==> config.mk <==
export PLATFORM = sky130hd
export DESIGN_NAME = lsu_lsq_alloc_ctrl
export DESIGN_NICKNAME = d
export VERILOG_FILES = /design/src/rtl/lsu_lsq_alloc_ctrl_pkg.sv /design/src/rtl/lsu_lsq_alloc_ctrl_ring_ptr.sv /design/src/rtl/lsu_lsq_alloc_ctrl.sv
export SDC_FILE = /design/constraint.sdc
export NUM_CORES = 1
export LEC_CHECK = 0
export ABC_AREA = 1
export CORE_ASPECT_RATIO = 1.2
export CORE_UTILIZATION = 40
export CTS_CLUSTER_SIZE = 14
export DETAILED_ROUTE_END_ITERATION = 12
export PLACE_DENSITY = 0.86
export SLEW_MARGIN = 20
export SYNTH_ARGS = -nofsm -noshare
export SYNTH_HDL_FRONTEND = slang
export SYNTH_SLANG_ARGS = --single-unit
==> constraint.sdc <==
create_clock -name clk -period 1.9 [get_ports clk]
set_clock_uncertainty 0.2 [all_clocks]
set_input_delay 0.285 -clock clk [delete_from_list [all_inputs] [get_ports clk]]
set_output_delay 0.285 -clock clk [all_outputs]
set_load 0.01 [all_outputs]
==> src/rtl/lsu_lsq_alloc_ctrl_pkg.sv <==
// ============================================================================
// Module  : lsu_lsq_alloc_ctrl_pkg
// Brief   : Shared LSQ sizing constants, the wrap-bit pointer type and the
//           full/empty/occupancy helpers used by the LSQ and store-buffer
//           pointer controllers.
// Rev     : 1.0  initial release
// ============================================================================
`default_nettype none

package lsu_lsq_alloc_ctrl_pkg;

  localparam int unsigned LSQ_DEPTH = 8;
  localparam int unsigned LSQ_PTR_W = $clog2(LSQ_DEPTH);

  localparam int unsigned LSQ_ENTRY_NUM   = LSQ_DEPTH;
  localparam int unsigned LSQ_ENTRY_IDX_W = LSQ_PTR_W;
  localparam int unsigned LSQ_ENTRY_PTR_W = LSQ_PTR_W + 1;

  // Ring pointer: the extra wrap bit disambiguates full from empty.
  typedef struct packed {
    logic                 wrap;
    logic [LSQ_PTR_W-1:0] idx;
  } lsq_ptr_t;

  function automatic logic lsq_ptr_full(input lsq_ptr_t head, input lsq_ptr_t tail);
    return (head.idx == tail.idx) && (head.wrap != tail.wrap);
  endfunction

  function automatic logic lsq_ptr_empty(input lsq_ptr_t head, input lsq_ptr_t tail);
    return head == tail;
  endfunction

  // Modulo-2^(LSQ_PTR_W+1) difference is the occupancy.
  function automatic logic [LSQ_PTR_W:0] lsq_ptr_occ(input lsq_ptr_t head, input lsq_ptr_t tail);
    return tail - head;
  endfunction

endpackage

`default_nettype wire

==> src/rtl/lsu_lsq_alloc_ctrl_ring_ptr.sv <==
// ============================================================================
// Module  : lsu_ring_ptr
// Brief   : Single ring pointer with wrap bit; synchronous clear has priority
//           over increment. Power-of-two depth makes the index wrap natural.
// Rev     : 1.0  initial release
// ============================================================================
`default_nettype none

module lsu_ring_ptr #(
  parameter int unsigned PTR_W = 3
) (
  input  logic           clk,
  input  logic           rst,
  input  logic           clr_i,
  input  logic           inc_i,
  output logic [PTR_W:0] ptr_o
);

  localparam logic [PTR_W:0] C_ONE = {{PTR_W{1'b0}}, 1'b1};

  logic [PTR_W:0] ptr_q;
  logic [PTR_W:0] ptr_d;

  // Next pointer: clear wins, otherwise step by one when asked.
  always_comb begin
    ptr_d = ptr_q;
    if (clr_i) begin
      ptr_d = '0;
    end else if (inc_i) begin
      ptr_d = ptr_q + C_ONE;
    end
  end

  // Pointer register.
  always_ff @(posedge clk) begin
    if (rst) begin
      ptr_q <= '0;
    end else begin
      ptr_q <= ptr_d;
    end
  end

  assign ptr_o = ptr_q;

endmodule

`default_nettype wire

==> src/rtl/lsu_lsq_alloc_ctrl.sv <==
// ============================================================================
// Module  : lsu_lsq_alloc_ctrl
// Brief   : LSQ ring-buffer pointer controller. Allocates the tail entry for
//           dispatched memory ops, retires the completed head on ROB commit,
//           and reports full/empty. No per-entry state is held here.
//           Optional perf counters: define LSU_LSQ_PERF_CNT_EN.
// Rev     : 1.0  initial release
// ============================================================================
`default_nettype none

module lsu_lsq_alloc_ctrl
  import lsu_lsq_alloc_ctrl_pkg::*;
#(
  parameter int unsigned LSQ_DEPTH = lsu_lsq_alloc_ctrl_pkg::LSQ_DEPTH,
  parameter int unsigned LSQ_PTR_W = $clog2(LSQ_DEPTH)
) (
  input  logic                 clk,
  input  logic                 rst,
  input  logic                 flush,
  input  logic                 disp_vld_i,
  output logic                 disp_rdy_o,
  output logic [LSQ_DEPTH-1:0] alloc_onehot_o,
  output logic [LSQ_PTR_W-1:0] alloc_idx_o,
  input  logic [LSQ_DEPTH-1:0] entry_vld_i,
  input  logic [LSQ_DEPTH-1:0] entry_succ_i,
  input  logic [LSQ_DEPTH-1:0] entry_exc_i,
  input  logic                 rob_commit_i,
  output logic [LSQ_DEPTH-1:0] deq_onehot_o,
  output logic                 deq_vld_o,
  output logic                 deq_exc_o,
  output logic [LSQ_PTR_W-1:0] head_idx_o,
  output logic                 full_o,
  output logic                 empty_o
`ifdef LSU_LSQ_PERF_CNT_EN
  ,
  output logic [31:0]          perf_full_stall_o,
  output logic [LSQ_PTR_W:0]   perf_occ_max_o
`endif
);

  localparam logic [LSQ_DEPTH-1:0] C_ONEHOT0 = {{(LSQ_DEPTH-1){1'b0}}, 1'b1};

  logic [LSQ_PTR_W:0]   w_head_ptr;
  logic [LSQ_PTR_W:0]   w_tail_ptr;
  logic [LSQ_PTR_W-1:0] w_head_idx;
  logic [LSQ_PTR_W-1:0] w_tail_idx;
  logic                 w_full;
  logic                 w_empty;
  logic                 w_clr;
  logic                 w_alloc_fire;
  logic                 w_deq_fire;

  assign w_clr      = rst | flush;
  assign w_head_idx = w_head_ptr[LSQ_PTR_W-1:0];
  assign w_tail_idx = w_tail_ptr[LSQ_PTR_W-1:0];

  // Full/empty derive purely from registered pointers, so dispatch readiness
  // never depends on a same-cycle dequeue.
  assign w_full  = (w_head_idx == w_tail_idx) & (w_head_ptr[LSQ_PTR_W] != w_tail_ptr[LSQ_PTR_W]);
  assign w_empty = (w_head_ptr == w_tail_ptr);

  // Strobes are gated off in the same cycle as reset/flush.
  assign w_alloc_fire = disp_vld_i & ~w_full & ~w_clr;
  assign w_deq_fire   = rob_commit_i & ~w_empty & entry_vld_i[w_head_idx]
                      & entry_succ_i[w_head_idx] & ~w_clr;

  lsu_ring_ptr #(.PTR_W(LSQ_PTR_W)) u_head_ptr (
    .clk   (clk),
    .rst   (rst),
    .clr_i (flush),
    .inc_i (w_deq_fire),
    .ptr_o (w_head_ptr)
  );

  lsu_ring_ptr #(.PTR_W(LSQ_PTR_W)) u_tail_ptr (
    .clk   (clk),
    .rst   (rst),
    .clr_i (flush),
    .inc_i (w_alloc_fire),
    .ptr_o (w_tail_ptr)
  );

  assign disp_rdy_o     = ~w_full;
  assign full_o         = w_full;
  assign empty_o        = w_empty;
  assign alloc_idx_o    = w_tail_idx;
  assign alloc_onehot_o = w_alloc_fire ? (C_ONEHOT0 << w_tail_idx) : '0;
  assign head_idx_o     = w_head_idx;
  assign deq_vld_o      = w_deq_fire;
  assign deq_onehot_o   = w_deq_fire ? (C_ONEHOT0 << w_head_idx) : '0;
  assign deq_exc_o      = w_deq_fire & entry_exc_i[w_head_idx];

`ifdef LSU_LSQ_PERF_CNT_EN
  logic [LSQ_PTR_W:0] w_occ;
  logic [31:0]        perf_stall_q;
  logic [31:0]        perf_stall_d;
  logic [LSQ_PTR_W:0] perf_occ_max_q;
  logic [LSQ_PTR_W:0] perf_occ_max_d;

  assign w_occ = w_tail_ptr - w_head_ptr;

  // Saturating stall counter and occupancy high-water mark.
  always_comb begin
    perf_stall_d   = perf_stall_q;
    perf_occ_max_d = perf_occ_max_q;
    if (disp_vld_i && w_full && (perf_stall_q != 32'hFFFF_FFFF)) begin
      perf_stall_d = perf_stall_q + 32'd1;
    end
    if (w_occ > perf_occ_max_q) begin
      perf_occ_max_d = w_occ;
    end
  end

  // Perf registers survive flush; only reset clears them.
  always_ff @(posedge clk) begin
    if (rst) begin
      perf_stall_q   <= '0;
      perf_occ_max_q <= '0;
    end else begin
      perf_stall_q   <= perf_stall_d;
      perf_occ_max_q <= perf_occ_max_d;
    end
  end

  assign perf_full_stall_o = perf_stall_q;
  assign perf_occ_max_o    = perf_occ_max_q;
`endif

  // The ROB must not commit a head that has not completed.
  a_commit_needs_succ : assert property (
    @(posedge clk) disable iff (rst || flush)
    (rob_commit_i && !w_empty) |-> (entry_vld_i[w_head_idx] && entry_succ_i[w_head_idx])
  ) else $warning("lsq: rob commit before head entry completed");

endmodule

`default_nettype wire

==> reports/metrics.yaml <==
timing:
  setup_viol: 20
  finalMaxSlewViolations: 0
  tns_ns: -2.12
  period_needed_ns: 2.11
  slew_headroom: 0.826
  max_freq_mhz: 473
  hold_viol_final: 0
  period_share: 1.11
  worst_slew_pin_slew_ns: 0.260
  layout_setup_ws_ns: -0.215
  grt_setup_unrepaired: "true"
route:
  first_iter_violations: 27
  drc: 0
  totalWireLength_um: 3830
  wire_per_inst_um: 13.4
  antenna_left: 0
  via_per_inst: 4.74
  vias: 1356
  first_pass_iters: 5
clock_tree:
  path_clk_slew_ns: 0.06
  cts_tree: "built"
  clock-sinks: 8
  cts_buffers: 3
  clk_latency_ns: 0.26
  cts_max_level: 1
  cts_root_buffer: "clkbuf_4"
  hold_buffers: 0
  clockBufferDepth: 2
placed_design:
  routabilityCongestion: 0.825
  hpwl_um: 2340
  dp_cells: 268
  io_buffers: 55
  postPlaceCellArea_um2: 1830
logic_synthesis:
  synth.net_count: 204
  synth_top_area_frac: 0.143
  ys_seq_area_frac: 0.143
  synthCells: 163
  synth_edf_count: 0
  synthTopCellsByArea: "dfxtp_1 (14%), ha_1 (13%), inv_1 (9.0%)"
  avgSynthCellArea_um2: 6.89
  synth.yosys.warnings: 0
  ys.flop_type: "dfxtp_1"
  synth-seq-cells: 8
  synth-async-reset-ratio: 0
  synth_cell_types: 27
  synth_top_cell_by_area: "dfxtp_1"
  netlist_area_um2: 1120
outcome:
  outcome: "finished with violations"
  violations: "setup timing"
critical_path:
  path_class: "reg -> out"
  crit_path_max_fanout: 5
  arrival_ns: 1.63
  end_kind: "output pin"
  cp-start-kind: "flip-flop"
  ff2ff_setup_slack_ns: 0.03
  critPathRequiredTime_ns: 1.41
run:
  drv_cap: 0
floorplan:
  num_rows: 20
  core-area_um2: 2600
  die_h_um: 60.1
  dieArea_um2: 3030
  chipWidth_um: 50.4
  ios: 56
  initial_core_util: 0.432
layout:
  fin_area_um2: 2090
  diodes: 0
  final_cells: 286
  fin_util: 0.802
  drive_gt1_frac: 0.510
  nNetsFinal: 296
  areaGrowthSynthToFinish_pct: 85.7
power_and_ir_drop:
  finalPower_mw: 0.528
  power.density_nw_per_um2: 253
  p_leak_nw: 1.02
  ir_drop_v: 0.000219
global_route:
  grt_max_degree: 11
  grt_pass1_vias: 1375
  grt_first_pass_wirelength_um: 5840
  antenna_found_initial: 0
  grt_usage: 0.256
  grt_overflow: 0
hold_path:
  hp-class: "reg -> reg"
final timing paths:
| check | cells past startpoint | from | end |
|---|---|---|---|
| hold / removal | 4 | u_tail_ptr.ptr_o[3] | u_tail_ptr.ptr_o[3] |
| setup / recovery | 10 | u_head_ptr.ptr_o[1] | deq_onehot_o[4] |
| hold reg to reg | 4 | u_tail_ptr.ptr_o[3] | u_tail_ptr.ptr_o[3] |
| setup reg to reg | 12 | u_head_ptr.ptr_o[1] | u_head_ptr.ptr_o[3] |
synth_stat cells (3+ instances only):
cell	n
nor2_1	14
buf_4	7
dfxtp_1	8
nand4_1	4
a21oi_1	6
o21ai_0	4
inv_1	27
nor3_1	7
ha_1	12
inv_2	3
nand2_2	9
nand3_1	13
nand2_1	24
buf_6	4
nor3_2	5
flip-flops by register name, summed over array words and instances (netlist names):
name	count
u_head_ptr.ptr_o	4
u_tail_ptr.ptr_o	4
cell usage in the layout (no fill, tap or decap), types with 3 or more instances in the layout:
master and instances:
nand3_1 8, dfxtp_4 3, dlygate4sd2_1 10, a21oi_1 6
nand4_1 4, inv_1 23, nand2_2 10, buf_4 36
buf_2 17, dfxtp_2 3, nand3_2 4, nor2_2 6
buf_6 7, inv_2 6, clkbuf_4 3, nor2_1 9
nand3_4 4, nor3_2 9, o21ai_0 4, nand2_1 18
clkdlybuf4s50_1 24, ha_1 11, nand2_4 6
critical path, cell delays in order (launching register included):
cell     delay, ns
dfxtp_4       0.41
buf_4         0.14
nand3_1       0.08
nand2_1       0.11
nand2_2       0.07
nand3_4       0.10
nand3_4       0.12
inv_2         0.10
nand3_2       0.07
inv_2         0.07
buf_6         0.10
metrics by stage:
stage / hold slack, ns / worst slack [ns]
final: 0.377 / -0.215
after global placement: 0.365 / -0.586
after CTS: 0.378 / -0.132
after global routing: 0.427 / -0.251
after detailed placement: 0.367 / -0.659
after floorplan: 0.236 / 0.0491
cell families (layout without fill, tap and decap cells):
group                      count (synthesis)  after routing  synth area share
adders and majority gates                 12             12             0.134
DFF                                        8              8             0.143
buffers and inverters                     43            131             0.200
and+or+nand+nor                           85             87             0.442
xor gates and xnor gates                   3              3            0.0234
AOI/OAI and AO/OA                         12             12            0.0579
layout make-up:
class	instances	area (um^2)
Multi-Input combinational cell	114	926
Timing Repair Buffer	96	787
Fill cell	178	515
Sequential cell	8	175
Inverter	32	135
Tap cell	33	41.3
Clock buffer	3	22.5
power by group:
| group | switching [mW] | total, mW | internal [mW] | leakage [nW] |
|---|---|---|---|---|
| Combinational | 0.104 | 0.215 | 0.111 | 0.943 |
| Clock | 0.0684 | 0.141 | 0.0730 | 0.0138 |
| Sequential | 0.00426 | 0.172 | 0.168 | 0.0685 |
metal layers:
metal,up-vias,share of wire,GRT usage
met2,46,0.58,0.516
li1,689,-,-
met4,0,0.012,0.111
met3,8,0.040,0.0382
met1,613,0.36,0.255
met5,-,0,0
what timing repair did:
action                                  in CTS  in global routing
pin swaps                                   14                 10
endpoints found under the hold margin        0                  0
buffers inserted                             9                  4
endpoints found under the setup margin      23                 21
gates cloned                                 2                  0
gates resized for setup                    125                 27
Note: power is estimated with default switching activity, not from simulation.
